`src/rtl/uart_pkg.sv`:
```
// Shared UART definitions: FSM state encoding, default bit timing and line levels.
// Both the TX and RX sides import this package.
package uart_pkg;

  typedef enum logic [2:0] {
    ST_IDLE,
    ST_START,
    ST_DATA,
    ST_PARITY,
    ST_STOP
  } uart_state_e;

  localparam int DEF_CLKS_PER_BIT = 434;

  localparam logic LINE_IDLE = 1'b1;
  localparam logic START_LVL = 1'b0;
  localparam logic STOP_LVL  = 1'b1;

  // Keeps only the low data_bits bits of a byte.
  function automatic logic [7:0] data_mask(input int data_bits);
    return 8'hFF >> (8 - data_bits);
  endfunction

endpackage

```
`src/rtl/uart_baud_gen.sv`:
```
// Bit-period timer: counts 0..CLKS_PER_BIT-1 while enabled and pulses bit_tick
// in the last cycle of each bit period.
module uart_baud_gen
  import uart_pkg::*;
#(
  parameter int CLKS_PER_BIT = DEF_CLKS_PER_BIT
) (
  input  logic clk,
  input  logic rst_n,
  input  logic clear,
  input  logic en,
  output logic bit_tick
);

  localparam int CNT_W = (CLKS_PER_BIT > 1) ? $clog2(CLKS_PER_BIT) : 1;
  localparam logic [CNT_W-1:0] LAST = CNT_W'(CLKS_PER_BIT - 1);

  logic [CNT_W-1:0] cnt;

  always_ff @(posedge clk or negedge rst_n) begin
    if (!rst_n) begin
      cnt <= '0;
    end else if (clear) begin
      cnt <= '0;
    end else if (en) begin
      cnt <= (cnt == LAST) ? '0 : cnt + CNT_W'(1);
    end
  end

  assign bit_tick = en && (cnt == LAST);

endmodule

```
`src/rtl/uart_tx_ctrl.sv`:
```
// Framed UART transmitter: accepts a byte per valid/ready handshake and sends
// start, LSB-first data, optional parity and 1-2 stop bits on a registered line.
module uart_tx_ctrl
  import uart_pkg::*;
#(
  parameter int CLKS_PER_BIT = DEF_CLKS_PER_BIT,
  parameter int DATA_BITS    = 8,
  parameter int PARITY_EN    = 0,
  parameter int PARITY_ODD   = 0,
  parameter int STOP_BITS    = 1
) (
  input  logic       clk,
  input  logic       rst_n,
  input  logic [7:0] tx_data,
  input  logic       tx_valid,
  output logic       tx_ready,
  output logic       tx,
  output logic       busy,
  output logic       tx_done
);

  // Handshake: a byte transfers on any rising edge where tx_valid && tx_ready;
  // tx_ready depends only on FSM state and counters, and upstream must hold
  // tx_data/tx_valid stable until that edge.

  generate
    if (CLKS_PER_BIT < 2 || DATA_BITS < 5 || DATA_BITS > 8 ||
        STOP_BITS < 1 || STOP_BITS > 2) begin : g_bad_params
      $error("uart_tx_ctrl: illegal parameter value");
    end
  endgenerate

  localparam logic [2:0] LAST_DATA = 3'(DATA_BITS - 1);
  localparam logic [2:0] LAST_STOP = 3'(STOP_BITS - 1);
  localparam logic [7:0] MASK      = data_mask(DATA_BITS);

  uart_state_e state_q, state_d;
  logic [7:0]  shreg_q, shreg_d;
  logic [2:0]  bit_cnt_q, bit_cnt_d;
  logic        parity_q, parity_d;
  logic        tx_q, tx_d;
  logic        bit_tick;
  logic        frame_end;
  logic        accept;

  uart_baud_gen #(.CLKS_PER_BIT(CLKS_PER_BIT)) u_baud (
    .clk      (clk),
    .rst_n    (rst_n),
    .clear    (accept),
    .en       (state_q != ST_IDLE),
    .bit_tick (bit_tick)
  );

  // The last cycle of the final stop bit doubles as the next accept slot.
  assign frame_end = (state_q == ST_STOP) && bit_tick && (bit_cnt_q == LAST_STOP);
  assign tx_ready  = (state_q == ST_IDLE) || frame_end;
  assign busy      = !tx_ready;
  assign tx_done   = frame_end;
  assign accept    = tx_valid && tx_ready;
  assign tx        = tx_q;

  always_ff @(posedge clk or negedge rst_n) begin
    if (!rst_n) begin
      state_q   <= ST_IDLE;
      shreg_q   <= '0;
      bit_cnt_q <= '0;
      parity_q  <= 1'b0;
      tx_q      <= LINE_IDLE;
    end else begin
      state_q   <= state_d;
      shreg_q   <= shreg_d;
      bit_cnt_q <= bit_cnt_d;
      parity_q  <= parity_d;
      tx_q      <= tx_d;
    end
  end

  always_comb begin
    state_d   = state_q;
    shreg_d   = shreg_q;
    bit_cnt_d = bit_cnt_q;
    parity_d  = parity_q;
    tx_d      = tx_q;

    case (state_q)
      ST_IDLE: ;
      ST_START: begin
        if (bit_tick) begin
          state_d   = ST_DATA;
          tx_d      = shreg_q[0];
          shreg_d   = shreg_q >> 1;
          bit_cnt_d = '0;
        end
      end
      ST_DATA: begin
        if (bit_tick) begin
          if (bit_cnt_q == LAST_DATA) begin
            bit_cnt_d = '0;
            if (PARITY_EN != 0) begin
              state_d = ST_PARITY;
              tx_d    = parity_q;
            end else begin
              state_d = ST_STOP;
              tx_d    = STOP_LVL;
            end
          end else begin
            tx_d      = shreg_q[0];
            shreg_d   = shreg_q >> 1;
            bit_cnt_d = bit_cnt_q + 3'd1;
          end
        end
      end
      ST_PARITY: begin
        if (bit_tick) begin
          state_d   = ST_STOP;
          tx_d      = STOP_LVL;
          bit_cnt_d = '0;
        end
      end
      ST_STOP: begin
        if (bit_tick) begin
          if (bit_cnt_q == LAST_STOP) begin
            state_d = ST_IDLE;
            tx_d    = LINE_IDLE;
          end else begin
            bit_cnt_d = bit_cnt_q + 3'd1;
          end
        end
      end
      default: begin
        state_d = ST_IDLE;
        tx_d    = LINE_IDLE;
      end
    endcase

    // An accept overrides the return to IDLE so frames run back to back.
    if (accept) begin
      state_d   = ST_START;
      tx_d      = START_LVL;
      shreg_d   = tx_data & MASK;
      parity_d  = (^(tx_data & MASK)) ^ (PARITY_ODD != 0);
      bit_cnt_d = '0;
    end
  end

endmodule
```
`config.mk`:
```
export PLATFORM = sky130hd
export DESIGN_NAME = uart_tx_ctrl
export DESIGN_NICKNAME = d
export VERILOG_FILES = /design/src/rtl/uart_pkg.sv /design/src/rtl/uart_baud_gen.sv /design/src/rtl/uart_tx_ctrl.sv
export SDC_FILE = /design/constraint.sdc
export NUM_CORES = 1
export LEC_CHECK = 0
export ABC_AREA = 1
export BUFFER_PORTS_ARGS = -buffer_cell sky130_fd_sc_hd__buf_2
export CELL_PAD_IN_SITES_DETAIL_PLACEMENT = 0
export CELL_PAD_IN_SITES_GLOBAL_PLACEMENT = 1
export CORE_ASPECT_RATIO = 1.4
export CORE_UTILIZATION = 42
export CTS_CLUSTER_DIAMETER = 150
export DETAILED_ROUTE_END_ITERATION = 12
export PLACE_DENSITY_LB_ADDON = 0.1
export SYNTH_ARGS = -nofsm -noshare
export SYNTH_HDL_FRONTEND = slang
export SYNTH_HIERARCHICAL = 1
export SYNTH_SLANG_ARGS = --single-unit
```
`constraint.sdc`:
```
create_clock -name clk -period 2.58 [get_ports clk]
set_input_delay 0.129 -clock clk [delete_from_list [all_inputs] [get_ports clk]]
set_output_delay 0.129 -clock clk [all_outputs]
set_load 0.05 [all_outputs]
```
# After elaboration in Yosys (flattened, before gate mapping)

Index checks and enable logic that the tools add are counted.

$mul: 0
Shift operators: 0
Reduce and logical (&&, ||, !) cells: 17
Mux-type cells: 31
Div/mod/pow operators: 0
Eq/ne operators: 16
Bitwise gates (word level): 0
Magnitude comparators: 0
Add/sub/neg operators: 2

Operators with widths:

| kind                | count |
|---|---|
| $mux 3              | 13 |
| $mux 8              | 4 |
| $mux 9              | 3 |
| $ne 3x3->1 const B  | 7 |
| $pmux 8 s2          | 1 |
| $pmux 3 s5          | 1 |
| $add 9x1->9 const B | 1 |
| $eq 9x9->1 const B  | 1 |
| $pmux 3 s3          | 1 |
| $mux 1              | 7 |
| $reduce_and 7->1    | 1 |
| $eq 3x2->1 const B  | 2 |
| $eq 3x3->1 const B  | 2 |
| $logic_not 3->1     | 2 |
| $reduce_and 6->1    | 1 |
| $reduce_bool 3->1   | 2 |
| $pmux 1 s5          | 1 |
| $reduce_and 5->1    | 1 |
| $logic_and 1x1->1   | 4 |
| $reduce_and 4->1    | 1 |
| $reduce_bool 4->1   | 1 |
| $add 3x1->3 const B | 1 |
| $eq 3x1->1 const B  | 1 |
| $ne 3x1->1 const B  | 1 |
| other kinds (6)     | 6 |

Memories: 0
Bits in writable memories: 0
Output and inout bits: 4
Bits in registers: 24
Word-level logic and storage cells: 71
ROM bits: 0
Bits in latches: 0

# Logic depth before layout (Yosys ltp)

Word-level depth: 8
Mapped depth: 17

# By module

The synthesis kept the hierarchy.

Modules (own cells, without submodules):

| module        | seq. area each (um2) | cells an instance | area an instance (um2) | instances |
|---|---|---|---|---|
| uart_tx_ctrl  | 376.6                | 145               | 991.0                  | 1 |
| uart_baud_gen | 225.2                | 95                | 604.3                  | 1 |

# Worst setup path before layout

OpenSTA, ideal clock, no wires.

Path type: register -> register
Start point: register u_baud.cnt[1]
End point: register u_baud.cnt[3]
Path buffers: 1
Setup slack: 0.074 ns
Data arrival time: 2.387 ns
Period minus slack after synthesis: 2.506 ns
Stages on the path, launching flop included: 16
Setup time: 0.118 ns
Required time: 2.462 ns
Cells stage by stage: dfrtp_1 -> inv_1 -> ha_1 -> nand2_1 -> nor2_1 -> nand3_1 -> inv_1 -> nand3_1 -> a21oi_4 -> nand2_4 -> buf_6 -> clkinv_2 -> nor2_4 -> nor2_2 -> xor2_1 -> nor2_1

Longest elaborated chain between the ends: 7
Elaborated cells between the ends (all ways): 11
Those cells by class: 1 x add/sub; 1 x eq/ne; 3 x mux; 6 x reduce/logical

Ends and longest elaborated chain:

| what                                               | line                | text |
|---|---|---|
| start: declaration                                 | uart_baud_gen.sv:18 | `logic [CNT_W-1:0] cnt;` |
| start signal: assignment                           | uart_baud_gen.sv:26 | `cnt <= (cnt == LAST) ? '0 : cnt + CNT_W'(1);` |
| $eq 9x9->1 (*)                                     | uart_baud_gen.sv:30 | `assign bit_tick = en && (cnt == LAST);` |
| $logic_and 1x1->1 (*)                              | uart_baud_gen.sv:30 |  |
| named net bit_tick                                 | uart_tx_ctrl.sv:42  | `logic bit_tick;` |
| $logic_and 1x1->1 (*) (2 in series)                | uart_tx_ctrl.sv:55  | `assign frame_end = (state_q == ST_STOP) && bit_tick && (bit_cnt_q == LAST_STOP);` |
| $logic_or 1x1->1 (*)                               | uart_tx_ctrl.sv:56  | `assign tx_ready = (state_q == ST_IDLE) \|\| frame_end;` |
| named net tx_ready                                 | uart_tx_ctrl.sv:16  | `output logic tx_ready,` |
| $logic_and 1x1->1 (*)                              | uart_tx_ctrl.sv:59  | `assign accept = tx_valid && tx_ready;` |
| named net accept                                   | uart_tx_ctrl.sv:44  | `logic accept;` |
| $mux 9 / $reduce_bool 2->1 (equally long branches) | -                   |  |

The timed path passes the listed nets; every way through them passes the cells marked *. The select of a mux whose other input is x is not followed.
A chain may end at the register's enable or synchronous reset.

# Worst setup path after layout

Start point: register u_baud.cnt[1]
End point: output tx_ready

Longest elaborated chain between the ends: 5

Ends and longest elaborated chain:

| what                            | line |
|---|---|
| $eq 9x9->1                      | uart_baud_gen.sv:30 |
| $logic_and 1x1->1               | uart_baud_gen.sv:30 |
| named net bit_tick              | uart_tx_ctrl.sv:42 |
| $logic_and 1x1->1 (2 in series) | uart_tx_ctrl.sv:55 |
| $logic_or 1x1->1                | uart_tx_ctrl.sv:56 |
| end: declaration                | uart_tx_ctrl.sv:16 |

The timed path passes the listed nets, and every way through them passes these cells.

==> flow_metrics.tcl <==
set metrics [dict create \
    gp_congestion 0.8129 \
    tightest_slew_ns 0.5646 \
    powerDensity_nw_per_um2 406.0 \
    fin_area_um2 1792 \
    nNetsFinal 275 \
    fill_cells 397 \
    via_per_inst 4.830 \
    dp_cells 295 \
    gr-usage-all-layers_pct 19.57 \
    hold_violations 0 \
    die_w_um 54.09 \
    p_int_uw 590.1 \
    ys_seq_elements 24 \
    antenna_cells 0 \
    required_ns 2.45 \
    synthCells 240 \
    worstHoldStart "tx_data[7]" \
    ios 15 \
    critPathSlowestCell "dfrtp_1" \
    switching_power_uw 137.3 \
    ff2ff_setup_slack_ns 0.32 \
    syn_nets 256 \
    ys_seq_area_share_pct 37.73 \
    start_util_pct 43.78 \
    seqCellArea_um2 601.8 \
    fin_cells 300 \
    syn_area_um2 1595 \
    rr_worst_depth 13 \
    drv_cap 0 \
    relSlewSlack_pct 62.36 \
    combPwrFrac_pct 2.5 \
    cts_root_buffer "clkbuf_8" \
    core_um2 3643 \
    ys_warn_count 6 \
    hold_path.class "input port to flip-flop" \
    grt_pass1_vias 1288 \
    cts.sink_count 24 \
    place_area_um2 1710 \
    crit_fanout 9 \
    fin_worst_skew_ns 0.005307 \
    num_vias 1449 \
    cp.arrival_ns 2.16 \
    start_kind "flip-flop" \
    ant_nets 0 \
    crit_chain "inv_1 > ha_1 > nand2_1 > nor2_1 > nand3_1 > inv_1 > nand3_1 > a21oi_4 > buf_4 > buf_2" \
    first_pass_iters 4 \
    hold-path-cell-count 3 \
    portBuffers 14 \
    fin_tns_setup_ns 0 \
    setup_viol 0 \
    syn_avg_cell_area_um2 6.647 \
    fin_crit_sh_pct 88.63 \
    post-place-ws_ns 0.3055 \
    r2r_start "state_q[1]" \
    seq_power_share_pct 51.7 \
    grt_pass1_wl_mm 5.727 \
    dp_hpwl_mm 2.710 \
    rows 26 \
    fin_crit_ns 2.287 \
    maxSlewViolCount 0 \
    startpoint "u_baud/cnt[1]" \
    multi_input_area_um2 842.1 \
    setup_ws_ns 0.2934 \
    crit_type "flip-flop to output pin" \
    syn2layout_area_growth_pct 12.31 \
    die_height_um 74.92 \
    clk_path_buf_depth 2 \
    grt_setup_unrepaired "no" \
    grt_overflow 0 \
    clk_latency_ns 0.27 \
    remaining_drc_errors 0 \
    critPathMaxStageDelay_ns 0.43 \
    fmax_mhz 437.3 \
    clkPwrFrac_pct 45.8 \
    crit_path_end_kind "output pin" \
    drtIter0Drc 43 \
    grt_max_degree 25 \
    p_sw_share_pct 18.87 \
    clkTransAtPathRegs_ns 0.09 \
    peakVddDrop_mv 0.3976 \
    status "completed" \
    wire_per_inst_um 11.64 \
    layout-drive-gt1-share_pct 12.02 \
    leakage_uw 0.001008 \
    cts_made_buffers 3 \
    yosysUniqueCellTypes 24 \
    wl_mm 3.491 \
    dieArea_um2 4052 \
    cts_tree "done" \
    whs_ns 0.08190 \
    cts_max_level 1 \
    antenna_found_initial 0 \
]
[critical path, delay by kind of cell (launching register included)]
kind | cells | cell delay (ns)
adder cells (fa/ha/maj) | 1 | 0.16
buffers and inverters | 4 | 0.64
AO/OA/AOI/OAI | 1 | 0.18
AND/OR/NAND/NOR | 4 | 0.48
flip-flops | 1 | 0.43
[cell type report]
cell class                      instances  share of cell area, %
Multi-Input combinational cell        179                  47.00
Sequential cell                        24                  33.59
Inverter                               34                  7.193
Timing Repair Buffer                   17                  5.307
Tap cell                               42                  2.933
Clock buffer                            3                  2.304
Clock inverter                          1                  1.676
[power groups by stage]
stage                     registers [µW]  clock network (µW)  logic [µW]
after CTS                            376                 344        19.4
after detailed placement             383                   0        18.1
after global placement               383                   0        18.1
after global routing                 376                 354        21.1
after floorplan                      383                   0        2.58
final                                376                 333        18.4
[sequential cells by signal (all words and copies together) (netlist names)]
signal and count:
state_q 3, shreg_q 8, tx 1, u_baud/cnt 9, bit_cnt_q 3
[layer usage]
| layer | GRT usage (%) | share of wire (%) |
|---|---|---|
| met1 | 22.36 | 44 |
| met2 | 36.63 | 54 |
| met3 | 2.424 | 1.2 |
| met4 | 5.983 | 0.97 |
| met5 | 0 | 0 |
[logic make-up after synthesis]
family | count (synthesis) | share of synthesized area [%]
AO/OA/AOI/OAI | 7 | 3.059
XOR/XNOR | 2 | 1.098
adder cells (fa/ha/maj) | 5 | 3.922
buffers and inverters | 37 | 9.490
flip-flops | 24 | 37.73
AND/OR/NAND/NOR | 165 | 44.71
[path summary, 6_finish.rpt]
kind / end
worst min register to register: tx
max in group asynchronous: shreg_q[7]
worst max-delay path: tx_ready
worst max register to register: u_baud/cnt[2]
worst min-delay path: shreg_q[7]
min in group asynchronous: u_baud/cnt[3]
[cell usage after synthesis]
master | count | share of area [%]
a21oi_1 | 1 | 0.31
a21oi_4 | 1 | 1.0
and3_1 | 1 | 0.39
buf_4 | 1 | 0.47
buf_6 | 1 | 0.71
clkbuf_1 | 1 | 0.24
clkinv_2 | 1 | 0.31
dfrtp_1 | 23 | 36
dfstp_2 | 1 | 1.6
ha_1 | 5 | 3.9
inv_1 | 31 | 7.3
inv_2 | 2 | 0.47
nand2_1 | 100 | 24
nand2_2 | 1 | 0.39
nand2_4 | 2 | 1.4
nand3_1 | 28 | 8.8
nand3b_1 | 3 | 1.4
nand4_1 | 4 | 1.6
nor2_1 | 23 | 5.4
nor2_2 | 1 | 0.39
nor2_4 | 2 | 1.4
o21ai_0 | 4 | 1.3
o21bai_1 | 1 | 0.47
xor2_1 | 2 | 1.1
[cells in the final DEF, fill, tap and decap left out]
master         instances
a21oi_1                1
a21oi_4                1
and3_1                 1
buf_2                 14
buf_4                  2
bufinv_16              1
clkbuf_8               3
clkinv_2               1
dfrtp_1               23
dfstp_2                1
dlygate4sd3_1          1
ha_1                   5
inv_1                 31
inv_2                  2
nand2_1              100
nand2_2                1
nand2_4                2
nand3_1               28
nand3b_1               3
nand4_1                4
nor2_1                23
nor2_2                 1
nor2_4                 2
o21ai_0                4
o21bai_1               1
xor2_1                 2
[through the flow]
stage / utilization, % / total power [µW]
6_report: 49.18 / 727.4
2_1_floorplan: - / 386.0
5_1_grt: 49.18 / 751.1
4_1_cts: 49.18 / 738.8
3_5_place_dp: 46.94 / 401.4
3_3_place_gp: 46.94 / 401.4
[repair_timing]
action,in CTS,in global routing
buffers inserted,0,0
resized for setup,0,0
endpoints found under the hold margin,23,0
hold buffers,1,0
No activity file was read; power rests on OpenSTA's default activity.
